<file path="src/rtl/riscv_dmem_if.sv">
// -----------------------------------------------------------------------------
// riscv_dmem_if
// Data-memory interface placed after the load/store unit. LSU access pulses are
// queued in order and each request becomes one transaction on a split
// address/response bus, with at most one transaction outstanding. Completions
// go back to the LSU/WB path as a one-cycle ack. The ack carries LSB-aligned,
// zero-extended load data and misaligned/bus-error status.
//
// Ports
//   clk, rst          clock; asynchronous active-high reset
//   mem_req           LSU access pulse (mem_adr, mem_d, mem_we, mem_size)
//   mem_flush         drop all queued, unissued requests
//   mem_full          queue holds DEPTH entries
//   mem_ack           completion pulse, in push order
//   mem_q             load data (0 for stores, errors, misaligned)
//   mem_misaligned    qualifies mem_ack: access not naturally aligned
//   mem_err           qualifies mem_ack: bus reported an error
//   bus_req/bus_gnt   address phase handshake (bus_adr, bus_we, bus_size)
//   bus_d             store data, held until the response phase ends
//   bus_rvalid        response phase complete (bus_q, bus_err)
// -----------------------------------------------------------------------------
module riscv_dmem_if #(
    parameter int XLEN  = 64,
    parameter int DEPTH = 2
) (
    input  logic            clk,
    input  logic            rst,
    input  logic            mem_req,
    input  logic [XLEN-1:0] mem_adr,
    input  logic [XLEN-1:0] mem_d,
    input  logic            mem_we,
    input  logic [2:0]      mem_size,
    input  logic            mem_flush,
    output logic            mem_full,
    output logic            mem_ack,
    output logic [XLEN-1:0] mem_q,
    output logic            mem_misaligned,
    output logic            mem_err,
    output logic            bus_req,
    output logic [XLEN-1:0] bus_adr,
    output logic            bus_we,
    output logic [2:0]      bus_size,
    output logic [XLEN-1:0] bus_d,
    input  logic            bus_gnt,
    input  logic            bus_rvalid,
    input  logic [XLEN-1:0] bus_q,
    input  logic            bus_err
);

    localparam logic [2:0] SZ_BYTE  = 3'd0;
    localparam logic [2:0] SZ_HWORD = 3'd1;
    localparam logic [2:0] SZ_WORD  = 3'd2;
    localparam logic [2:0] SZ_DWORD = 3'd3;
    localparam logic [2:0] SZ_UNDEF = 3'd7;

    localparam int PW   = $clog2(DEPTH);
    localparam int CW   = PW + 1;
    localparam int OFFW = $clog2(XLEN / 8);

    typedef enum logic [1:0] {
        ST_IDLE = 2'd0,
        ST_ADDR = 2'd1,
        ST_DATA = 2'd2
    } state_t;

    // Natural alignment; DWORD exists only on a 64-bit bus.
    function automatic logic f_aligned(input logic [2:0] a, input logic [2:0] size);
        logic ok;
        case (size)
            SZ_BYTE:  ok = 1'b1;
            SZ_HWORD: ok = (a[0] == 1'b0);
            SZ_WORD:  ok = (a[1:0] == 2'b00);
            SZ_DWORD: ok = (XLEN == 64) && (a == 3'b000);
            default:  ok = 1'b0;
        endcase
        return ok;
    endfunction

    // Move the addressed byte lane down to bit 0 and zero-extend to the size.
    function automatic logic [XLEN-1:0] f_extract(input logic [XLEN-1:0] q,
                                                  input logic [OFFW-1:0] off,
                                                  input logic [2:0]      size);
        logic [XLEN-1:0] sh;
        logic [XLEN-1:0] res;
        sh = q >> {off, 3'b000};
        case (size)
            SZ_BYTE:  res = XLEN'(sh[7:0]);
            SZ_HWORD: res = XLEN'(sh[15:0]);
            SZ_WORD:  res = XLEN'(sh[31:0]);
            default:  res = sh;
        endcase
        return res;
    endfunction

    // Request queue storage (data only, no reset needed)
    logic [XLEN-1:0] r_q_adr  [DEPTH];
    logic [XLEN-1:0] r_q_d    [DEPTH];
    logic            r_q_we   [DEPTH];
    logic [2:0]      r_q_size [DEPTH];

    logic [PW-1:0]   r_wptr;
    logic [PW-1:0]   r_rptr;
    logic [CW-1:0]   r_cnt;
    logic            r_full;
    logic            r_suppress;
    state_t          r_state;

    state_t          w_state_nxt;
    logic            w_push;
    logic            w_pop;
    logic            w_issue;
    logic            w_mis;
    logic            w_done;
    logic [CW-1:0]   w_cnt_nxt;
    logic [XLEN-1:0] w_head_adr;
    logic            w_head_ok;

    assign w_head_adr = r_q_adr[r_rptr];
    assign w_head_ok  = f_aligned(w_head_adr[2:0], r_q_size[r_rptr]);

    // A full queue still accepts a push when the head leaves in the same cycle.
    assign w_push = mem_req && !mem_flush && (!r_full || w_pop);

    always_comb begin
        w_cnt_nxt = r_cnt;
        case ({w_push, w_pop})
            2'b10:   w_cnt_nxt = r_cnt + CW'(1);
            2'b01:   w_cnt_nxt = r_cnt - CW'(1);
            default: w_cnt_nxt = r_cnt;
        endcase
    end

    always_ff @(posedge clk) begin
        if (w_push) begin
            r_q_adr[r_wptr]  <= mem_adr;
            r_q_d[r_wptr]    <= mem_d;
            r_q_we[r_wptr]   <= mem_we;
            r_q_size[r_wptr] <= mem_size;
        end
    end

    always_ff @(posedge clk or posedge rst) begin
        if (rst) begin
            r_wptr <= '0;
            r_rptr <= '0;
            r_cnt  <= '0;
            r_full <= 1'b0;
        end else if (mem_flush) begin
            r_wptr <= '0;
            r_rptr <= '0;
            r_cnt  <= '0;
            r_full <= 1'b0;
        end else begin
            if (w_push) r_wptr <= r_wptr + PW'(1);
            if (w_pop)  r_rptr <= r_rptr + PW'(1);
            r_cnt  <= w_cnt_nxt;
            r_full <= (w_cnt_nxt == CW'(DEPTH));
        end
    end

    // Transaction FSM
    always_ff @(posedge clk or posedge rst) begin
        if (rst) r_state <= ST_IDLE;
        else     r_state <= w_state_nxt;
    end

    always_comb begin
        w_state_nxt = r_state;
        w_pop       = 1'b0;
        w_issue     = 1'b0;
        w_mis       = 1'b0;
        w_done      = 1'b0;
        case (r_state)
            ST_IDLE: begin
                if ((r_cnt != '0) && !mem_flush) begin
                    w_pop = 1'b1;
                    if (w_head_ok) begin
                        w_issue     = 1'b1;
                        w_state_nxt = ST_ADDR;
                    end else begin
                        w_mis = 1'b1;
                    end
                end
            end
            ST_ADDR: begin
                if (bus_gnt) w_state_nxt = ST_DATA;
            end
            ST_DATA: begin
                if (bus_rvalid) begin
                    w_done      = 1'b1;
                    w_state_nxt = ST_IDLE;
                end
            end
            default: w_state_nxt = ST_IDLE;
        endcase
    end

    // Bus address/data registers: loaded on issue, held through the response
    always_ff @(posedge clk or posedge rst) begin
        if (rst) begin
            bus_adr  <= '0;
            bus_d    <= '0;
            bus_we   <= 1'b0;
            bus_size <= SZ_UNDEF;
        end else if (w_issue) begin
            bus_adr  <= w_head_adr;
            bus_d    <= r_q_d[r_rptr];
            bus_we   <= r_q_we[r_rptr];
            bus_size <= r_q_size[r_rptr];
        end
    end

    assign bus_req = (r_state == ST_ADDR);

    // A flush during an in-flight transaction lets it finish on the bus but
    // hides its completion from the LSU.
    always_ff @(posedge clk or posedge rst) begin
        if (rst)                                      r_suppress <= 1'b0;
        else if (w_done)                              r_suppress <= 1'b0;
        else if (mem_flush && (r_state != ST_IDLE))   r_suppress <= 1'b1;
    end

    // Completion outputs
    always_ff @(posedge clk or posedge rst) begin
        if (rst) begin
            mem_ack        <= 1'b0;
            mem_misaligned <= 1'b0;
            mem_err        <= 1'b0;
            mem_q          <= '0;
        end else begin
            mem_ack        <= 1'b0;
            mem_misaligned <= 1'b0;
            mem_err        <= 1'b0;
            if (w_mis) begin
                mem_ack        <= 1'b1;
                mem_misaligned <= 1'b1;
                mem_q          <= '0;
            end else if (w_done && !r_suppress && !mem_flush) begin
                mem_ack <= 1'b1;
                mem_err <= bus_err;
                if (bus_we || bus_err) mem_q <= '0;
                else                   mem_q <= f_extract(bus_q, bus_adr[OFFW-1:0], bus_size);
            end
        end
    end

    assign mem_full = r_full;

endmodule

</file>
<file path="config.mk">
export PLATFORM = sky130hd
export DESIGN_NAME = riscv_dmem_if
export DESIGN_NICKNAME = d
export VERILOG_FILES = /design/src/rtl/riscv_dmem_if.sv
export SDC_FILE = /design/constraint.sdc
export NUM_CORES = 1
export LEC_CHECK = 0
export ABC_AREA = 1
export ABC_CLOCK_PERIOD_IN_PS = 7950
export CORE_MARGIN = 1.5
export CORE_UTILIZATION = 40
export DETAILED_ROUTE_END_ITERATION = 10
export SETUP_SLACK_MARGIN = 0.1
export SYNTH_ARGS = -nofsm -noshare
export SYNTH_HDL_FRONTEND = slang
export SYNTH_SLANG_ARGS = --single-unit
export TNS_END_PERCENT = 50
</file>
<file path="constraint.sdc">
create_clock -name clk -period 7.95 [get_ports clk]
set_clock_uncertainty 0.1 [all_clocks]
set_input_delay 1.1925 -clock clk [delete_from_list [all_inputs] [get_ports clk]]
set_output_delay 1.1925 -clock clk [all_outputs]
set_load 0.01 [all_outputs]
</file>
==> flow_metrics.env <==
export IMPL_place_area_sq_um=24600
export IMPL_fin_crit_sh=0.546
export IMPL_area_growth_pct=30.4
export IMPL_dieArea_sq_um=51700
export IMPL_root_buffer="clkbuf_16"
export IMPL_combPwrFrac=0.345
export IMPL_tritoncts="built"
export IMPL_dieWidth_um=227
export IMPL_syn_area_per_cell_sq_um=9.41
export IMPL_p_clk_frac=0.265
export IMPL_power_switching_uw=3130
export IMPL_slew_viol_final=0
export IMPL_vdd_drop_max_v=0.000186
export IMPL_via_per_inst=5.02
export IMPL_cp_start_kind="input port"
export IMPL_fp_dieH_um=227
export IMPL_crit_path_end_kind="register"
export IMPL_routedWlPerCell_um=19.5
export IMPL_powerDensity_nw_per_um2=331
export IMPL_synth_cell_type_count=30
export IMPL_intPower_uw=5570
export IMPL_cap_violations=0
export IMPL_drc=0
export IMPL_antenna_found_initial=16
export IMPL_wirelength_mm=62.5
export IMPL_p_sw_frac=0.360
export IMPL_r2r_cells=10
export IMPL_holdBufCountCts=0
export IMPL_hold_end="bus_adr[5]"
export IMPL_drtIter0Drc=1209
export IMPL_grt_max_degree=135
export IMPL_track_usage=0.239
export IMPL_path_clk_slew_ps=60
export IMPL_path_cells="clkdlybuf4s50_1 -> inv_2 -> nand4_1 -> inv_4 -> nand3_4 -> buf_4 -> nand2_1 -> nand2_1"
export IMPL_cts_htree_levels=2
export IMPL_hold_depth=2
export IMPL_start_util=0.403
export IMPL_tightestPinTransition_ps=1170
export IMPL_drive_gt1_frac=0.0472
export IMPL_crit_family="buffers and inverters"
export IMPL_first_global_vias=15709
export IMPL_place_gp_congestion=0.939
export IMPL_setup_violations=0
export IMPL_max_freq_mhz=231
export IMPL_cts_resized=0
export IMPL_core_area_sq_um=50000
export IMPL_nets=2682
export IMPL_setup_tns_ps=0
export IMPL_holdWs_ps=369
export IMPL_syn_nets=2344
export IMPL_seq_area_frac_synth=0.651
export IMPL_crit_path_max_fanout=85
export IMPL_hold_viol_final=0
export IMPL_rsz0062_at_grt="no"
export IMPL_p_leak_uw=0.0117
export IMPL_design_area_sq_um=26300
export IMPL_dpl_hpwl_mm=39.0
export IMPL_ys_ff_latch=471
export IMPL_io_pin_count=404
export IMPL_post_route_min_period_ps=4340
export IMPL_cp_num_buf_inv=4
export IMPL_hold_path_class="reg2reg"
export IMPL_io_buffers=403
export IMPL_grt_overflow=0
export IMPL_cpMaxStageDelayCell="inv_4"
export IMPL_r2r_start="r_rptr"
export IMPL_status="finished clean"
export IMPL_worstPathRequired_ps=8310
export IMPL_cp_common_cell="nand2_1"
export IMPL_rows=82
export IMPL_max_stage_delay_ps=840
export IMPL_ff2ff_setup_slack_ps=3670
export IMPL_slew_headroom=0.221
export IMPL_critical_path_class="in2reg"
export IMPL_postCtsSetupBuffers=0
export IMPL_vias=16066
export IMPL_clkSinkCount=471
export IMPL_cp_arrival_ps=4700
export IMPL_cts_buffer_depth=3
export IMPL_crit_start="mem_flush"
export IMPL_ant_nets=0
export IMPL_p_seq_frac=0.390
export IMPL_cts_made_buffers=51
export IMPL_grt_pass1_wl_mm=93.7
export IMPL_syn_area_sq_um=20100
export IMPL_synth_warning_count=0
export IMPL_insertion_delay_ps=600
export IMPL_min_from="bus_adr[5]"
export IMPL_synthCells=2140
export IMPL_rr_endpoint="bus_adr[11]"
export IMPL_dr_pass1_iters=5
==> layout make-up <==
class / instances / area [sq um]
Clock inverter: 28 / 209
Fill cell: 4546 / 23700
Timing Repair Buffer: 419 / 4190
Inverter: 87 / 342
Sequential cell: 471 / 13100
Tap cell: 672 / 841
Multi-Input combinational cell: 1448 / 6120
Clock buffer: 67 / 1430
Antenna cell: 7 / 17.5
==> routing by layer <==
metal | part of all wire | wire length, um | global-route usage | up-vias
met5 | 0.0020 | 128 | 0 | -
met4 | 0.029 | 1840 | 0.0829 | 20
met3 | 0.086 | 5400 | 0.0662 | 111
met2 | 0.48 | 29700 | 0.390 | 565
met1 | 0.41 | 25500 | 0.305 | 7673
li1 | - | - | - | 7697
==> sequential cells by signal, indices dropped and copies added, names as in the netlist, 2 cells and up <==
name,flops
r_q_d,128
bus_size,3
mem_q,64
r_q_we,2
bus_d,64
r_q_adr,128
bus_adr,64
r_state,2
r_cnt,2
r_q_size,6
==> synth_stat cells (all sizes together) <==
master | instances | area, sq um
nand4 | 132 | 826
mux2i | 1 | 22.5
edfxtp | 264 | 7930
nor3 | 3 | 20.0
o21ai | 5 | 25.0
dfstp | 3 | 78.8
xnor2 | 1 | 8.76
a21boi | 8 | 60.1
and2 | 1 | 6.26
nand3 | 142 | 716
a21oi | 11 | 58.8
nand2 | 1034 | 3890
o31ai | 2 | 15.0
nand3b | 8 | 60.1
ha | 1 | 12.5
inv | 87 | 327
buf | 61 | 340
dfrtp | 204 | 5100
nor4 | 1 | 6.26
clkbuf | 73 | 274
nor2 | 98 | 370
==> per-stage QoR <==
step | cells | setup WS [ps] | util | power (uW)
after floorplan | 2140 | 35.3 | - | 4960
after global placement | 3097 | 3060 | 0.493 | 6430
after detailed placement | 3097 | 3010 | 0.493 | 6440
after CTS | 3192 | 3560 | 0.525 | 8780
after global routing | 3195 | 3230 | 0.525 | 9200
final | 3199 | 3610 | 0.526 | 8700
==> cells by family (layout without fill, tap and decap cells) <==
logic type,count (synthesis),after routing,synth area share
xor+xnor,1,1,0.000435
simple gates,1419,1419,0.292
mux,1,1,0.00112
fa+ha+maj,1,1,0.000621
buf+inv,221,601,0.0467
flops,471,471,0.651
compound gates,26,26,0.00789
other cells,0,7,0
==> how the worst max path moves through the flow <==
stage	endpoint	cells past startpoint
global route	bus_adr[6]	10
floorplan	r_q_adr[1][0]	5
global placement	bus_adr[12]	8
finish	bus_adr[11]	8
detailed placement	bus_adr[11]	8
CTS	bus_adr[11]	10
==> power groups by stage <==
stage	combinational (uW)	sequential, uW	clock [uW]
2_1_floorplan	1450	3510	0
3_3_place_gp	3000	3430	0
3_5_place_dp	3010	3430	0
4_1_cts	3020	3400	2360
5_1_grt	3300	3440	2450
6_report	3000	3390	2300
==> layout by cell type, fill, tap and decap left out, types with 3 or more instances in the layout <==
master / netlist / final
a21boi_0: 8 / 8
a21oi_1: 10 / 10
buf_12: 0 / 3
buf_4: 3 / 13
clkbuf_1: 73 / 8
clkbuf_16: 0 / 52
clkbuf_8: 0 / 7
clkdlybuf4s50_1: 0 / 403
clkinv_1: 0 / 8
clkinv_2: 0 / 11
clkinvlp_4: 0 / 4
dfrtp_1: 204 / 201
dfstp_2: 3 / 3
diode_2: 0 / 7
edfxtp_1: 264 / 264
inv_1: 79 / 78
inv_2: 8 / 6
inv_6: 0 / 3
nand2_1: 1033 / 1032
nand3_1: 141 / 141
nand3b_1: 8 / 8
nand4_1: 132 / 132
nor2_1: 97 / 95
o21ai_0: 5 / 5
==> tightest hold or removal path: cells and delay by family, from the launching register on <==
family	cells	cell delay [ps]
AND/OR/NAND/NOR	2	90
flip-flops	1	340
No activity file was read; power rests on OpenSTA's default activity.
